File: src/rtl/mtr_cmd_shaper.sv
// Signed drive command -> slew-limited 10-bit duty plus direction for the PWM stage.
// Duty/direction move only at PWM period boundaries; reversals pass through a zero-duty dead interval.
`timescale 1ns/1ps
module mtr_cmd_shaper #(
  parameter int STEP         = 8,
  parameter int DEAD_PERIODS = 4
) (
  input  logic        clk,
  input  logic        rst_n,
  input  logic [10:0] cmd,
  input  logic        cmd_vld,
  output logic [9:0]  duty,
  output logic        dir_fwd,
  output logic        period_tick,
  output logic        at_target,
  output logic        dbg_state
);

  localparam int DW = (DEAD_PERIODS > 1) ? $clog2(DEAD_PERIODS + 1) : 1;
  localparam logic [11:0] STEP_W = 12'(STEP);

  typedef enum logic {RUN = 1'b0, DEAD = 1'b1} state_t;

  // Handshake: cmd_vld is a one-cycle strobe with no back-pressure; every strobe
  // overwrites the target, and the latest target is what the next tick acts on.
  logic [9:0]    cnt;
  logic [10:0]   target;
  logic [11:0]   cur;
  state_t        state;
  logic [DW-1:0] dead_cnt;

  logic [10:0]   cmd_sat;
  logic [11:0]   tgt12, diff, cur_mag, diff_mag, mv;
  logic          tgt_pos, tgt_neg, target_opp;
  state_t        state_next;
  logic [11:0]   cur_next;
  logic [DW-1:0] dead_next;
  logic          dir_next;
  logic [9:0]    duty_next;

  assign period_tick = (cnt == 10'h3FF);
  assign dbg_state   = (state == DEAD);

  // -1024 has no positive counterpart inside 10 bits of duty.
  assign cmd_sat    = (cmd == 11'h400) ? 11'h401 : cmd;
  assign tgt12      = {target[10], target};
  assign diff       = tgt12 - cur;
  assign cur_mag    = cur[11] ? (~cur + 12'd1) : cur;
  assign diff_mag   = diff[11] ? (~diff + 12'd1) : diff;
  assign tgt_neg    = target[10];
  assign tgt_pos    = !target[10] && (target != '0);
  assign target_opp = (tgt_pos && !dir_fwd) || (tgt_neg && dir_fwd);

  always_comb begin
    state_next = state;
    cur_next   = cur;
    dead_next  = dead_cnt;
    dir_next   = dir_fwd;
    mv         = '0;
    if (state == RUN) begin
      if ((cur != '0) && ((target == '0) || (tgt_neg != cur[11]))) begin
        // Wind down toward zero first; never overshoot past it.
        mv       = (STEP_W < cur_mag) ? STEP_W : cur_mag;
        cur_next = cur[11] ? (cur + mv) : (cur - mv);
      end else if ((cur == '0) && target_opp) begin
        state_next = DEAD;
        dead_next  = DW'(DEAD_PERIODS);
      end else begin
        mv       = (STEP_W < diff_mag) ? STEP_W : diff_mag;
        cur_next = diff[11] ? (cur - mv) : (cur + mv);
      end
    end else begin
      cur_next = '0;
      if (dead_cnt > DW'(1)) begin
        dead_next = dead_cnt - DW'(1);
      end else begin
        state_next = RUN;
        dir_next   = dir_fwd ^ target_opp;
      end
    end
    duty_next = cur_next[11] ? (~cur_next[9:0] + 10'd1) : cur_next[9:0];
  end

  always_ff @(posedge clk or negedge rst_n) begin
    if (!rst_n) begin
      cnt       <= '0;
      target    <= '0;
      cur       <= '0;
      state     <= RUN;
      dead_cnt  <= '0;
      duty      <= '0;
      dir_fwd   <= 1'b1;
      at_target <= 1'b1;
    end else begin
      cnt <= cnt + 10'd1;
      if (cmd_vld) target <= cmd_sat;
      // A strobe on the tick edge still sees the old target here.
      if (period_tick) begin
        cur       <= cur_next;
        state     <= state_next;
        dead_cnt  <= dead_next;
        dir_fwd   <= dir_next;
        duty      <= duty_next;
        at_target <= (cur_next == tgt12) && (state_next == RUN);
      end
    end
  end

endmodule

File: config.mk
export PLATFORM = sky130hd
export DESIGN_NAME = mtr_cmd_shaper
export DESIGN_NICKNAME = d
export VERILOG_FILES = /design/src/rtl/mtr_cmd_shaper.sv
export SDC_FILE = /design/constraint.sdc
export NUM_CORES = 1
export LEC_CHECK = 0
export ABC_AREA = 1
export CORE_MARGIN = 2
export CORE_UTILIZATION = 55
export CTS_BUF_LIST = sky130_fd_sc_hd__clkbuf_4
export DETAILED_ROUTE_END_ITERATION = 10
export GPL_TIMING_DRIVEN = 0
export PLACE_DENSITY_LB_ADDON = 0.05
export SLEW_MARGIN = 25
export SYNTH_ARGS = -nofsm -noshare
export SYNTH_HDL_FRONTEND = slang
export SYNTH_SLANG_ARGS = --single-unit
File: constraint.sdc
create_clock -name clk -period 7.27 [get_ports clk]
set_input_delay 0.727 -clock clk [delete_from_list [all_inputs] [get_ports clk]]
set_output_delay 0.727 -clock clk [all_outputs]
set_load 0.01 [all_outputs]
# After elaboration in Yosys (flattened, before gate mapping)

Index checks and enable logic that the tools add are counted.

Eq/ne operators: 6
Div/mod/pow operators: 0
Shifts and indexed selects: 0
Reductions and logical operators: 17
Bitwise logic cells: 6
$mul: 0
$add $sub $neg: 10
Magnitude comparators: 3
Muxes and demuxes: 19

Operators with widths:

| cell                  | count |
|---|---|
| $mux 12               | 9 |
| $sub 12x12->12        | 3 |
| $add 12x1->12 const B | 2 |
| $add 12x12->12        | 2 |
| $lt 4x12->1 const A   | 2 |
| $not 12->12           | 2 |
| $add 10x1->10 const B | 2 |
| $eq 12x12->1          | 1 |
| $logic_not 12->1      | 1 |
| $mux 3                | 4 |
| $reduce_bool 12->1    | 1 |
| $eq 11x11->1 const B  | 1 |
| $logic_not 11->1      | 1 |
| $mux 11               | 1 |
| $reduce_bool 11->1    | 1 |
| $eq 10x10->1 const B  | 1 |
| $mux 10               | 1 |
| $not 10->10           | 1 |
| $logic_and 1x1->1     | 6 |
| $mux 1                | 4 |
| $reduce_and 4->1      | 1 |
| $gt 3x1->1 const B    | 1 |
| $reduce_and 3->1      | 1 |
| $sub 3x1->3 const B   | 1 |
| 8 further kinds       | 11 |

Flip-flop bits (word level): 49
RAM bits: 0
Memories: 0
Bits in latches: 0
Memory bits (read-only): 0

# Logic depth before layout (Yosys ltp)

Word-level depth: 14
Mapped depth: 46

# Worst setup path after synthesis

OpenSTA, ideal clock, no wires.

Kind: register -> register
Start: reg cur[2]
End: reg duty[8]
Stages on the path, launching flop included: 43
Required time: 7.154 ns
Path buffers: 2
Path slack: 2.251 ns
Arrival time: 4.903 ns
Cells stage by stage: dfrtp_1 > inv_1 > ha_1 > buf_6 > a21oi_4 > nand2_2 > nand2_2 > nand2_2 > nand2_2 > nand2_1 > nand2_2 > nand2_2 > buf_6 > nand2_1 > xor2_1 > and2_1 > nand2_1 > nand2_1 > [7 not listed] > ha_1 > inv_1 > o31ai_1 > a21o_1 > a21oi_1 > o21a_1 > nand2_1 > a21oi_1 > nand2_2 > inv_2 > nor2_1 > nand3_1 > nand2_1 > nand2_1 > nand3_1 > nand2_1 > nand2_1 > nand2_1

Word-level cells in the longest chain between the ends: 14

Ends and longest elaborated chain:

| what                                                    | RTL line | RTL |
|---|---|---|
| start, declared                                         | 28       | `logic [11:0] cur;` |
| start signal, assigned                                  | 99       | `cur <= cur_next;` |
| $sub 12x12->12                                          | 47       | `assign diff = tgt12 - cur;` |
| $not 12->12                                             | 49       | `assign diff_mag = diff[11] ? (~diff + 12'd1) : diff;` |
| $add 12x1->12                                           | 49       |  |
| $mux 12                                                 | 49       |  |
| $lt 4x12->1                                             | 69       | `mv = (STEP_W < diff_mag) ? STEP_W : diff_mag;` |
| $mux 12                                                 | 69       |  |
| $add 12x12->12 / $sub 12x12->12 (equally long branches) | 70       | `cur_next = diff[11] ? (cur - mv) : (cur + mv);` |
| $mux 12                                                 | 70       |  |
| $mux 12                                                 | 65       | `end else if ((cur == '0) && target_opp) begin` |
| $mux 12 (*)                                             | 61       | `if ((cur != '0) && ((target == '0) \|\| (tgt_neg != cur[11]))) begin` |
| $mux 12 (*)                                             | 60       | `if (state == RUN) begin` |
| $not 10->10                                             | 81       | `duty_next = cur_next[11] ? (~cur_next[9:0] + 10'd1) : cur_next[9:0];` |
| $add 10x1->10                                           | 81       |  |
| $mux 10 (*)                                             | 81       |  |
| end signal, assigned                                    | 103      | `duty <= duty_next;` |
| end, declared                                           | 12       | `output logic [9:0] duty,` |

Mark *: on every way between the ends. The rest lies on a longest branch, timed or not.
A chain may end at the register's enable or synchronous reset.

# Worst setup path after layout

Ends and elaborated chain as after synthesis.

==> metrics.yaml <==
pwr:
  p_leak_nw: 3.44
  ir_drop_mv: 0.119
  power_mw: 0.775
  power.density_nw_per_um2: 127
worst_setup_path:
  slowest_delay_ps: 650
  crit_path_end_kind: "register"
  critPathKind: "reg2reg"
  crit_family: "simple AND/OR/NAND/NOR gates"
  critical-path-slowest-cell: "dfrtp_1"
  path_common_cell: "nand2_1"
  crit_buf_inv: 7
  cp-start-kind: "register"
  critPathMaxFanout: 10
  critPathRequiredTime_ps: 7560
  cp.arrival_ps: 6450
floorplanning:
  die-height_um: 104
  num_rows: 36
  dieArea_um2: 10900
  coreArea_um2: 9770
  die_w_um: 104
  start_util_pct: 56.7
  io_pins: 28
synthesis:
  synth.area.top_cells: "dfrtp_1 21%, nand2_1 21%, ha_1 8.8%, inv_1 7.9%, nand3_1 7.6%"
  ys.flop_type: "dfrtp_1"
  ys_types: 43
  syn_inst: 907
  post-synth-top-area-cell: "dfrtp_1"
  synth_edf_count: 0
  synthesis.nets: 963
  syn_area_per_cell_um2: 6.11
  yosysMostFrequentCell: "nand2_1"
  ys_ff_latch: 48
  synth_top_area_share_pct: 20.8
  ys_seq_area_share_pct: 21.7
  synth_area_um2: 5540
  synthArstFlopShare_pct: 100
  yosysWarnings: 0
  synthTopCellsByCount: "303 x nand2_1, 116 x inv_1, 84 x nand3_1"
grt:
  grt_pass1_vias: 5437
  grt_pass1_wl_mm: 26.5
  grt_overflow: 0
  grt_max_degree: 29
  grtUsageTotal_pct: 29.7
  antenna_found_initial: 0
cts:
  path_clk_slew_ps: 150
  cts_setup_buffers: 0
  clkSinkCount: 48
  cts_hold_buf: 0
  cts_max_path_buffers: 2
  cts_root_buf: "clkbuf_4"
  cts_buffers: 5
  cts_tree: "built"
  htreeDepth: 2
  cts-resized-gates: 0
  clk_latency_ps: 370
sta:
  fin_setup_tns_ps: 0
  slew_viol_final: 0
  layout_min_cycle_time_ps: 6160
  period_share_pct: 84.8
  rsz0062_at_grt: "false"
  skew_ps: 14.6
  setup_viol: 0
  maxSlewHeadroom_pct: 57.4
  hold_violations: 0
  tightest_slew_ps: 634
  fmax_mhz: 162
route:
  wl_per_cell_um: 14.7
  viasPerCell: 5.40
  drtIter0Drc: 459
  route.vias.total: 5803
  dr.pass1.iters: 5
  wirelength_mm: 15.8
  drc: 0
  ant_nets: 0
status:
  status: "complete, no violations"
finish:
  postLayoutCellArea_um2: 6090
  area_growth_pct: 9.88
  antenna_cells: 0
  nets: 997
  layout-drive-gt1-share_pct: 9.66
  register_area_um2: 1200
  multi_input_area_um2: 3710
  nFillCells: 970
job:
  max-cap-violations: 0
worst_hold_path:
  hold_path.class: "in2async"
placed_design:
  hpwl_mm: 12.7
  gp_congestion: 0.936
  placed_cell_area_um2: 5990
  io_buffers: 26
[cell type report]
type | instances | share of cell area (%)
Tap cell | 133 | 2.73
Inverter | 136 | 8.38
Timing Repair Buffer | 27 | 4.52
Sequential cell | 48 | 19.8
Multi-Input combinational cell | 703 | 60.9
Buffer | 20 | 1.99
Clock inverter | 3 | 1.13
Clock buffer | 5 | 0.616
[registers in the layout (all words and copies together), names as in the netlist]
register / cells
duty: 10
dead_cnt: 3
cur: 11
dir_fwd: 1
dbg_state: 1
cnt: 10
at_target: 1
target: 11
[power by group]
group | switching (mW) | leakage (nW) | internal [mW] | total [mW]
clock | 0.0922 | 0.0558 | 0.108 | 0.201
combinational | 0.194 | 2.76 | 0.100 | 0.294
sequential | 0.00751 | 0.628 | 0.273 | 0.280
total | 0.294 | 3.44 | 0.481 | 0.775
[metrics by stage]
stage / std cells / utilization, % / setup slack [ps] / hold WS (ps)
6_report: 1075 / 62.3 / 1110 / 286
5_1_grt: 1075 / 62.3 / 478 / 315
4_1_cts: 1075 / 62.3 / 1150 / 289
3_5_place_dp: 1067 / 61.2 / 1180 / 462
3_3_place_gp: 1066 / 61.1 / 1220 / 461
2_1_floorplan: 907 / - / 2250 / 431
[cells by family (layout without fill, tap and decap cells)]
group | Yosys count | count (layout) | share of synthesized area [%]
simple gates | 533 | 533 | 42.2
buf+inv | 156 | 191 | 11.4
compound gates | 96 | 96 | 9.75
flops | 48 | 48 | 21.7
fa+ha+maj | 42 | 42 | 9.88
xor+xnor | 32 | 32 | 5.06
[per-layer routing]
metal,track usage (%),vias to the layer above,routed length (µm)
li1,-,2941,-
met5,0,-,0
met1,42.7,2668,7710
met4,5.50,0,172
met3,3.01,16,925
met2,48.6,178,7010
[final timing paths]
check / from / to / slack, ps / cells after the start
hold / removal: rst_n / duty[9]$_DFFE_PN0P_ / 290 / 1
setup / recovery: cur[2]$_DFFE_PN0P_ / duty[8]$_DFFE_PN0P_ / 1110 / 39
hold reg to reg: at_target$_DFFE_PN1P_ / at_target$_DFFE_PN1P_ / 480 / 2
min in group clk: at_target$_DFFE_PN1P_ / at_target$_DFFE_PN1P_ / 480 / 2
setup reg to reg: cur[2]$_DFFE_PN0P_ / duty[8]$_DFFE_PN0P_ / 1110 / 39
max in group asynchronous: rst_n / dir_fwd$_DFFE_PN1P_ / 6400 / 2
[placed cells by master (no fill, tap or decap), types with 2 or more instances in the layout]
cell	Yosys	final
nand3b_1	4	4
nor4_1	2	2
nand4_1	16	16
nand4_2	2	2
inv_2	19	19
bufinv_16	0	2
nand3_1	84	84
clkdlybuf4s50_1	0	25
xor2_1	20	20
nor2_2	11	11
o22ai_1	3	3
o21ai_0	38	38
buf_4	5	5
nor2_1	70	70
o31ai_1	2	2
inv_1	116	116
dfstp_2	2	2
nand2_2	21	21
a31oi_1	4	4
clkbuf_1	8	8
clkbuf_4	0	5
buf_6	3	3
o211ai_1	3	3
a21oi_1	30	30
ha_1	39	39
nand3_2	7	7
o21bai_1	2	2
nand2_1	303	303
a21o_1	4	4
or2_2	4	4
nor3_1	5	5
fa_1	3	3
dfrtp_1	46	46
buf_2	4	5
o21ai_1	5	5
xnor2_1	12	12
No activity file was read; power rests on OpenSTA's default activity.
